<file path="config.mk">
export PLATFORM = sky130hd
export DESIGN_NAME = hex_button_ctrl_flat
export DESIGN_NICKNAME = d
export VERILOG_FILES = /design/src/rtl/hex_button_pkg.sv /design/src/rtl/hex_button_ctrl_if.sv /design/src/rtl/button_debounce.sv /design/src/rtl/hex_button_ctrl.sv /design/src/flat_wrapper.sv
export SDC_FILE = /design/constraint.sdc
export NUM_CORES = 1
export LEC_CHECK = 0
export ABC_AREA = 1
export BUFFER_PORTS_ARGS = -buffer_cell sky130_fd_sc_hd__buf_2
export CELL_PAD_IN_SITES_DETAIL_PLACEMENT = 1
export CELL_PAD_IN_SITES_GLOBAL_PLACEMENT = 1
export CORE_UTILIZATION = 32
export CTS_CLUSTER_SIZE = 20
export DETAILED_ROUTE_END_ITERATION = 10
export HOLD_SLACK_MARGIN = 0.02
export PLACE_DENSITY_LB_ADDON = 0.1
export SLEW_MARGIN = 10
export SYNTH_ARGS = -nofsm -noshare
export SYNTH_HDL_FRONTEND = slang
export SYNTH_SLANG_ARGS = --single-unit
</file>
<file path="constraint.sdc">
create_clock -name clk -period 25.2 [get_ports clk]
set_input_delay 5.04 -clock clk [delete_from_list [all_inputs] [get_ports clk]]
set_output_delay 5.04 -clock clk [all_outputs]
set_load 0.01 [all_outputs]
</file>
<file path="src/rtl/hex_button_pkg.sv">
// Shared constants for the HPS hex-display / push-button controller:
// register offsets, CTRL bit positions and the 7-segment glyph table.
package hex_button_pkg;

    localparam int NUM_DIGITS = 6;
    localparam int NUM_KEYS   = 4;

    localparam logic [2:0] ADDR_CTRL    = 3'd0;
    localparam logic [2:0] ADDR_DIGITS  = 3'd1;
    localparam logic [2:0] ADDR_COUNTER = 3'd2;
    localparam logic [2:0] ADDR_BTN     = 3'd3;
    localparam logic [2:0] ADDR_EDGE    = 3'd4;

    localparam int CTRL_MODE     = 0;
    localparam int CTRL_BLINK    = 1;
    localparam int CTRL_IRQ_EN   = 2;
    localparam int CTRL_MASK_LSB = 8;

    localparam logic [31:0] CTRL_RESET = 32'h0000_3F00;
    localparam logic [31:0] CTRL_WMASK = 32'h0000_3F07;

    localparam int KEY_INC   = 0;
    localparam int KEY_DEC   = 1;
    localparam int KEY_CLR   = 2;
    localparam int KEY_BLINK = 3;

    // Active-high segments, bit6=g .. bit0=a; pins take the complement.
    function automatic logic [6:0] seg7(input logic [3:0] v);
        logic [6:0] s;
        case (v)
            4'h0: s = 7'h3F;
            4'h1: s = 7'h06;
            4'h2: s = 7'h5B;
            4'h3: s = 7'h4F;
            4'h4: s = 7'h66;
            4'h5: s = 7'h6D;
            4'h6: s = 7'h7D;
            4'h7: s = 7'h07;
            4'h8: s = 7'h7F;
            4'h9: s = 7'h6F;
            4'hA: s = 7'h77;
            4'hB: s = 7'h7C;
            4'hC: s = 7'h39;
            4'hD: s = 7'h5E;
            4'hE: s = 7'h79;
            default: s = 7'h71;
        endcase
        return s;
    endfunction

endpackage

</file>
<file path="src/rtl/hex_button_ctrl_if.sv">
// Avalon-MM slave bus plus interrupt line between the lightweight HPS bridge
// and the hex/button controller.
interface hex_button_ctrl_if;
    logic [2:0]  address;
    logic        read;
    logic        write;
    logic [31:0] writedata;
    logic [31:0] readdata;
    logic        irq;

    modport master (output address, read, write, writedata, input readdata, irq);
    modport slave  (input address, read, write, writedata, output readdata, irq);
endinterface

</file>
<file path="src/rtl/button_debounce.sv">
// One push-button: two-flop synchroniser, terminal-count debounce timer,
// accepted level and a single-cycle press pulse on the accepted 0->1 step.
module button_debounce #(
    parameter int DEBOUNCE_CYCLES = 500000
) (
    input  logic clk,
    input  logic reset,
    input  logic raw_n,
    output logic level,
    output logic press
);
    localparam int CW = (DEBOUNCE_CYCLES > 1) ? $clog2(DEBOUNCE_CYCLES) : 1;
    localparam logic [CW-1:0] CNT_LOAD = CW'(DEBOUNCE_CYCLES - 1);

    logic          sync_meta;
    logic          sync_q;
    logic [CW-1:0] cnt_q;

    // Timer reloads whenever the synchronised input agrees with the accepted
    // level, so any bounce back restarts the full debounce window.
    always_ff @(posedge clk or posedge reset) begin
        if (reset) begin
            sync_meta <= 1'b0;
            sync_q    <= 1'b0;
            cnt_q     <= CNT_LOAD;
            level     <= 1'b0;
            press     <= 1'b0;
        end else begin
            sync_meta <= ~raw_n;
            sync_q    <= sync_meta;
            press     <= 1'b0;
            if (sync_q == level) begin
                cnt_q <= CNT_LOAD;
            end else if (cnt_q == '0) begin
                level <= sync_q;
                press <= sync_q;
                cnt_q <= CNT_LOAD;
            end else begin
                cnt_q <= cnt_q - 1'b1;
            end
        end
    end

endmodule

</file>
<file path="src/rtl/hex_button_ctrl.sv">
// Register file, local button counter, display source mux, segment decode
// with masking/blink, and the blink prescaler for the six hex displays.
module hex_button_ctrl
    import hex_button_pkg::*;
#(
    parameter int DEBOUNCE_CYCLES = 500000,
    parameter int BLINK_CYCLES    = 25000000
) (
    input  logic               clk,
    input  logic               reset,
    hex_button_ctrl_if.slave   avs,
    input  logic [3:0]         buttons_n,
    output logic [6:0]         hex0,
    output logic [6:0]         hex1,
    output logic [6:0]         hex2,
    output logic [6:0]         hex3,
    output logic [6:0]         hex4,
    output logic [6:0]         hex5
);
    localparam int PW = (BLINK_CYCLES > 1) ? $clog2(BLINK_CYCLES) : 1;
    localparam logic [PW-1:0] PRESCALE_LOAD = PW'(BLINK_CYCLES - 1);

    logic [NUM_KEYS-1:0] btn_level;
    logic [NUM_KEYS-1:0] btn_press;

    logic [31:0] ctrl_q;
    logic [23:0] digits_q;
    logic [23:0] counter_q;
    logic [23:0] counter_d;
    logic [3:0]  edge_q;
    logic        irq_q;
    logic [31:0] readdata_q;
    logic [31:0] rd_mux;
    logic [PW-1:0] prescale_q;
    logic        phase_q;
    logic [23:0] src;
    logic        blank_all;
    logic [6:0]  hex_d [NUM_DIGITS];
    logic [6:0]  hex_q [NUM_DIGITS];

    logic wr_ctrl;
    logic wr_digits;
    logic wr_counter;
    logic wr_edge;

    for (genvar i = 0; i < NUM_KEYS; i++) begin : g_key
        button_debounce #(.DEBOUNCE_CYCLES(DEBOUNCE_CYCLES)) u_debounce (
            .clk   (clk),
            .reset (reset),
            .raw_n (buttons_n[i]),
            .level (btn_level[i]),
            .press (btn_press[i])
        );
    end

    assign wr_ctrl    = avs.write && (avs.address == ADDR_CTRL);
    assign wr_digits  = avs.write && (avs.address == ADDR_DIGITS);
    assign wr_counter = avs.write && (avs.address == ADDR_COUNTER);
    assign wr_edge    = avs.write && (avs.address == ADDR_EDGE);

    // A bus write of CTRL overrides a same-cycle KEY3 blink toggle.
    always_ff @(posedge clk or posedge reset) begin
        if (reset) begin
            ctrl_q <= CTRL_RESET;
        end else if (wr_ctrl) begin
            ctrl_q <= avs.writedata & CTRL_WMASK;
        end else if (btn_press[KEY_BLINK]) begin
            ctrl_q[CTRL_BLINK] <= ~ctrl_q[CTRL_BLINK];
        end
    end

    always_comb begin
        counter_d = counter_q;
        if (wr_counter) begin
            counter_d = avs.writedata[23:0];
        end else if (btn_press[KEY_CLR]) begin
            counter_d = '0;
        end else if (btn_press[KEY_INC]) begin
            counter_d = counter_q + 24'd1;
        end else if (btn_press[KEY_DEC]) begin
            counter_d = counter_q - 24'd1;
        end
    end

    // Press capture is OR-ed in after the W1C clear so a new press is never lost.
    always_ff @(posedge clk or posedge reset) begin
        if (reset) begin
            digits_q  <= '0;
            counter_q <= '0;
            edge_q    <= '0;
            irq_q     <= 1'b0;
        end else begin
            if (wr_digits) begin
                digits_q <= avs.writedata[23:0];
            end
            counter_q <= counter_d;
            edge_q    <= (edge_q & ~(wr_edge ? avs.writedata[3:0] : 4'h0)) | btn_press;
            irq_q     <= ctrl_q[CTRL_IRQ_EN] & (|edge_q);
        end
    end

    always_comb begin
        rd_mux = '0;
        case (avs.address)
            ADDR_CTRL:    rd_mux = ctrl_q;
            ADDR_DIGITS:  rd_mux = {8'h0, digits_q};
            ADDR_COUNTER: rd_mux = {8'h0, counter_q};
            ADDR_BTN:     rd_mux = {28'h0, btn_level};
            ADDR_EDGE:    rd_mux = {28'h0, edge_q};
            default:      rd_mux = '0;
        endcase
    end

    always_ff @(posedge clk or posedge reset) begin
        if (reset) begin
            readdata_q <= '0;
        end else if (avs.read) begin
            readdata_q <= rd_mux;
        end
    end

    always_ff @(posedge clk or posedge reset) begin
        if (reset) begin
            prescale_q <= PRESCALE_LOAD;
            phase_q    <= 1'b0;
        end else if (prescale_q == '0) begin
            prescale_q <= PRESCALE_LOAD;
            phase_q    <= ~phase_q;
        end else begin
            prescale_q <= prescale_q - 1'b1;
        end
    end

    always_comb begin
        src       = ctrl_q[CTRL_MODE] ? counter_q : digits_q;
        blank_all = ctrl_q[CTRL_BLINK] & phase_q;
        for (int k = 0; k < NUM_DIGITS; k++) begin
            hex_d[k] = (blank_all || !ctrl_q[CTRL_MASK_LSB + k]) ? 7'h7F : ~seg7(src[4*k +: 4]);
        end
    end

    always_ff @(posedge clk or posedge reset) begin
        if (reset) begin
            for (int k = 0; k < NUM_DIGITS; k++) begin
                hex_q[k] <= 7'h7F;
            end
        end else begin
            for (int k = 0; k < NUM_DIGITS; k++) begin
                hex_q[k] <= hex_d[k];
            end
        end
    end

    assign avs.readdata = readdata_q;
    assign avs.irq      = irq_q;
    assign hex0 = hex_q[0];
    assign hex1 = hex_q[1];
    assign hex2 = hex_q[2];
    assign hex3 = hex_q[3];
    assign hex4 = hex_q[4];
    assign hex5 = hex_q[5];

endmodule
</file>
<file path="src/flat_wrapper.sv">
// flat-port wrapper written by rule: the top's interface ports become plain ports
module hex_button_ctrl_flat import hex_button_pkg::*;
#(
    parameter int DEBOUNCE_CYCLES = 500000,
    parameter int BLINK_CYCLES    = 25000000
)
  (clk, reset, buttons_n, hex0, hex1, hex2, hex3, hex4, hex5, avs_address, avs_read, avs_write, avs_writedata, avs_readdata, avs_irq);
  hex_button_ctrl_if avs_i ();
  input  logic clk;
  input  logic reset;
  input  logic [3:0] buttons_n;
  output logic [6:0] hex0;
  output logic [6:0] hex1;
  output logic [6:0] hex2;
  output logic [6:0] hex3;
  output logic [6:0] hex4;
  output logic [6:0] hex5;
  input wire logic [$bits(avs_i.address)-1:0] avs_address;
  input wire logic [$bits(avs_i.read)-1:0] avs_read;
  input wire logic [$bits(avs_i.write)-1:0] avs_write;
  input wire logic [$bits(avs_i.writedata)-1:0] avs_writedata;
  output wire logic [$bits(avs_i.readdata)-1:0] avs_readdata;
  output wire logic [$bits(avs_i.irq)-1:0] avs_irq;
  assign avs_i.address = avs_address;
  assign avs_i.read = avs_read;
  assign avs_i.write = avs_write;
  assign avs_i.writedata = avs_writedata;
  assign avs_readdata = avs_i.readdata;
  assign avs_irq = avs_i.irq;
  hex_button_ctrl #(.DEBOUNCE_CYCLES(DEBOUNCE_CYCLES), .BLINK_CYCLES(BLINK_CYCLES)) u_core (.clk(clk), .reset(reset), .avs(avs_i), .buttons_n(buttons_n), .hex0(hex0), .hex1(hex1), .hex2(hex2), .hex3(hex3), .hex4(hex4), .hex5(hex5));
endmodule
</file>
==> reports/summary.txt <==
Placement Setup Slack -> 17.84 ns
Setup CP Type -> input port to flop
Fin. Hold Viols -> 0
Syn-to-layout area delta -> 14.7%
period utilisation layout -> 26.8%
Skew-Pair Late Insertion Delay -> 0.57 ns
area leader, netlist -> dfrtp_1
CP startpoint kind -> input port
Clock Path Buffers -> 3
CTS buffer count -> 30
DRT Pass-1 Iters -> 4
Leakage Power -> 8.12 nW
Least-Margin Pin Slew -> 1.02 ns
# rows -> 77
initial antenna violation count -> 3
flop and latch count out of synthesis -> 246
vias in the first global route -> 12872
global route total overflow -> 0
Core ar. -> 44400 µm²
EDFF count, synth -> 0
DRC Markers -> 0
fin nets -> 2043
Die X -> 215 µm
most common cell in the netlist -> nand2_1
fin worst setup slack -> 18.45 ns
vias per cell -> 4.70
hold crit path type -> flop to flop
Hold-fix buffers, CTS -> 0
largest fanout on the critical path -> 42
Yosys top cell area share -> 23.6%
max-cap viol count -> 0
placer congestion estimate -> 0.814
asr flop ratio synth -> 100%
Detail Route Antenna Nets -> 0
Clock Skews -> 0.0132 ns
H-tree Lvls -> 1
DR vias -> 12010
clk slew on worst S/H paths -> 0.06 ns
pwr dens -> 89.0 nW/µm²
DR iter-0 viols -> 499
FMAX -> 0.148 GHz
cts repair resizes -> 0
starting density of the core -> 32.7%
CTS tree -> built
setup_tns -> 0 ns
IO Pins -> 118
clock root buffer -> clkbuf_16
Tmin final -> 6.75 ns
Total Routing Usage GR -> 18.3%
max-slew violation count -> 0
Final setup viols -> 0
drt wl/cell -> 16.1 µm
Cell Area, Placed -> 15600 µm²
outcome -> finished clean
mapped cell area -> 14500 µm²
Syn Inst Count -> 1827
largest net degree at the start of global routing -> 139
YS warnings -> 0
Netlist cell types -> 60
first-pass GRT wire length -> 68500 µm
CP arrival -> 7.18 ns
leading post-synthesis cells by cell area -> dfrtp_1 24%, dfstp_2 20%, nand2_1 11%
RSZ-0062 raised after global routing -> no
# fillers -> 5429
CP endpoint kind -> flop
WP data required -> 25.63 ns
Max transition margin -> 31.3%
main flop type after synthesis -> dfrtp_1
setup bufs post-CTS -> 0
post-synthesis sequential area ratio -> 43.4%
clock sink count -> 246
die area -> 46200 µm²
WL final -> 41100 µm
PortBufs -> 101
die height -> 215 µm
maximum VDD drop -> 42.9 µV
fraction of layout cells with a size suffix above 1 -> 19.0%
hpwl dp -> 31000 µm
post-route cell area -> 16600 µm²
syn avg cell area -> 7.94 µm²
Commonest cells post-synth -> 408 x nand2_1, 283 x inv_1, 209 x nor2_1
-- final timing paths --
kind	from	endpoint	slack [ns]	cells past startpoint
setup reg to reg	u_core.g_key[0].u_debounce.press	u_core.counter_q[17]	22.31	10
hold reg to reg	u_core.g_key[1].u_debounce.sync_meta	u_core.g_key[1].u_debounce.sync_q	0.35	0
min in group asynchronous	reset	u_core.g_key[3].u_debounce.cnt_q[11]	4.67	2
max in group asynchronous	reset	u_core.g_key[2].u_debounce.cnt_q[10]	19.18	3
hold / removal	u_core.g_key[1].u_debounce.sync_meta	u_core.g_key[1].u_debounce.sync_q	0.35	0
setup / recovery	avs_address[1]	u_core.counter_q[9]	18.45	9
-- report_power, final --
part / switching [mW] / internal [mW] / total [mW]
Clock: 0.173 / 0.277 / 0.450
Combinational: 0.348 / 0.172 / 0.520
Sequential: 0.0402 / 0.471 / 0.511
-- routing by layer --
metal | share of wire [%] | GRT usage [%]
met2 | 48 | 31.5
met3 | 3.0 | 2.56
met4 | 2.2 | 4.60
met1 | 47 | 24.1
met5 | 0.019 | 0
-- flip-flops by register name (all words and copies together), names as in the netlist --
| register | count |
|---|---|
| u_core.avs.irq | 1 |
| u_core.avs.readdata | 24 |
| u_core.counter_q | 24 |
| u_core.ctrl_q | 9 |
| u_core.digits_q | 24 |
| u_core.edge_q | 4 |
| u_core.g_key.u_debounce.cnt_q | 76 |
| u_core.g_key.u_debounce.level | 4 |
| u_core.g_key.u_debounce.press | 4 |
| u_core.g_key.u_debounce.sync_meta | 4 |
| u_core.g_key.u_debounce.sync_q | 4 |
| u_core.hex0 | 7 |
| u_core.hex1 | 7 |
| u_core.hex2 | 7 |
| u_core.hex3 | 7 |
| u_core.hex4 | 7 |
| u_core.hex5 | 7 |
| u_core.phase_q | 1 |
| u_core.prescale_q | 25 |
-- critical path: stages --
cell and delay [ns]:
buf_2 0.13, inv_2 0.07, nor2_4 0.04, nand2_4 0.26, nor2_8 0.08, nor2_8 0.34, nand3_4 0.52, inv_1 0.50
a22oi_1 0.16
-- cells by family (layout without fill, tap and decap cells) --
group / Yosys count / after routing / synth area share [%]
and+or+nand+nor: 834 / 834 / 25.8
buffers and inverters: 339 / 465 / 9.49
AOI/OAI and AO/OA: 259 / 259 / 10.4
DFF: 246 / 246 / 43.4
adders and majority gates: 64 / 64 / 5.57
xor gates and xnor gates: 64 / 64 / 3.87
muxes: 20 / 20 / 1.54
other: 1 / 10 / 0.0259
-- metrics by stage --
step / hold slack, ns / power, mW / instances / utilization (%)
2_1_floorplan: 0.331 / 0.871 / 1834 / -
3_3_place_gp: 0.338 / 1.03 / 2496 / 35.1
3_5_place_dp: 0.340 / 1.05 / 2496 / 35.1
4_1_cts: 0.357 / 1.51 / 2552 / 37.5
5_1_grt: 0.365 / 1.60 / 2552 / 37.5
6_report: 0.350 / 1.48 / 2554 / 37.5
-- cell type report --
cell class / instances / area [µm²] / area share, %
Sequential cell: 246 / 6290 / 37.8
Clock inverter: 7 / 85.1 / 0.511
Timing Repair Buffer: 108 / 558 / 3.35
Tap cell: 592 / 741 / 4.45
Clock buffer: 49 / 955 / 5.74
Antenna cell: 2 / 5.00 / 0.0301
Multi-Input combinational cell: 1249 / 6860 / 41.2
Inverter: 301 / 1140 / 6.87
-- cells in the final DEF (no fill, tap or decap), types with 44 or more instances in the layout --
master,synthesis,layout
buf_2,16,101
dfrtp_1,137,136
dfstp_2,109,109
ha_1,63,63
inv_1,283,282
nand2_1,408,408
nand3_1,105,105
nor2_1,209,209
o21ai_0,114,114
o21ai_1,44,44
(Power assumes the default switching activity.)
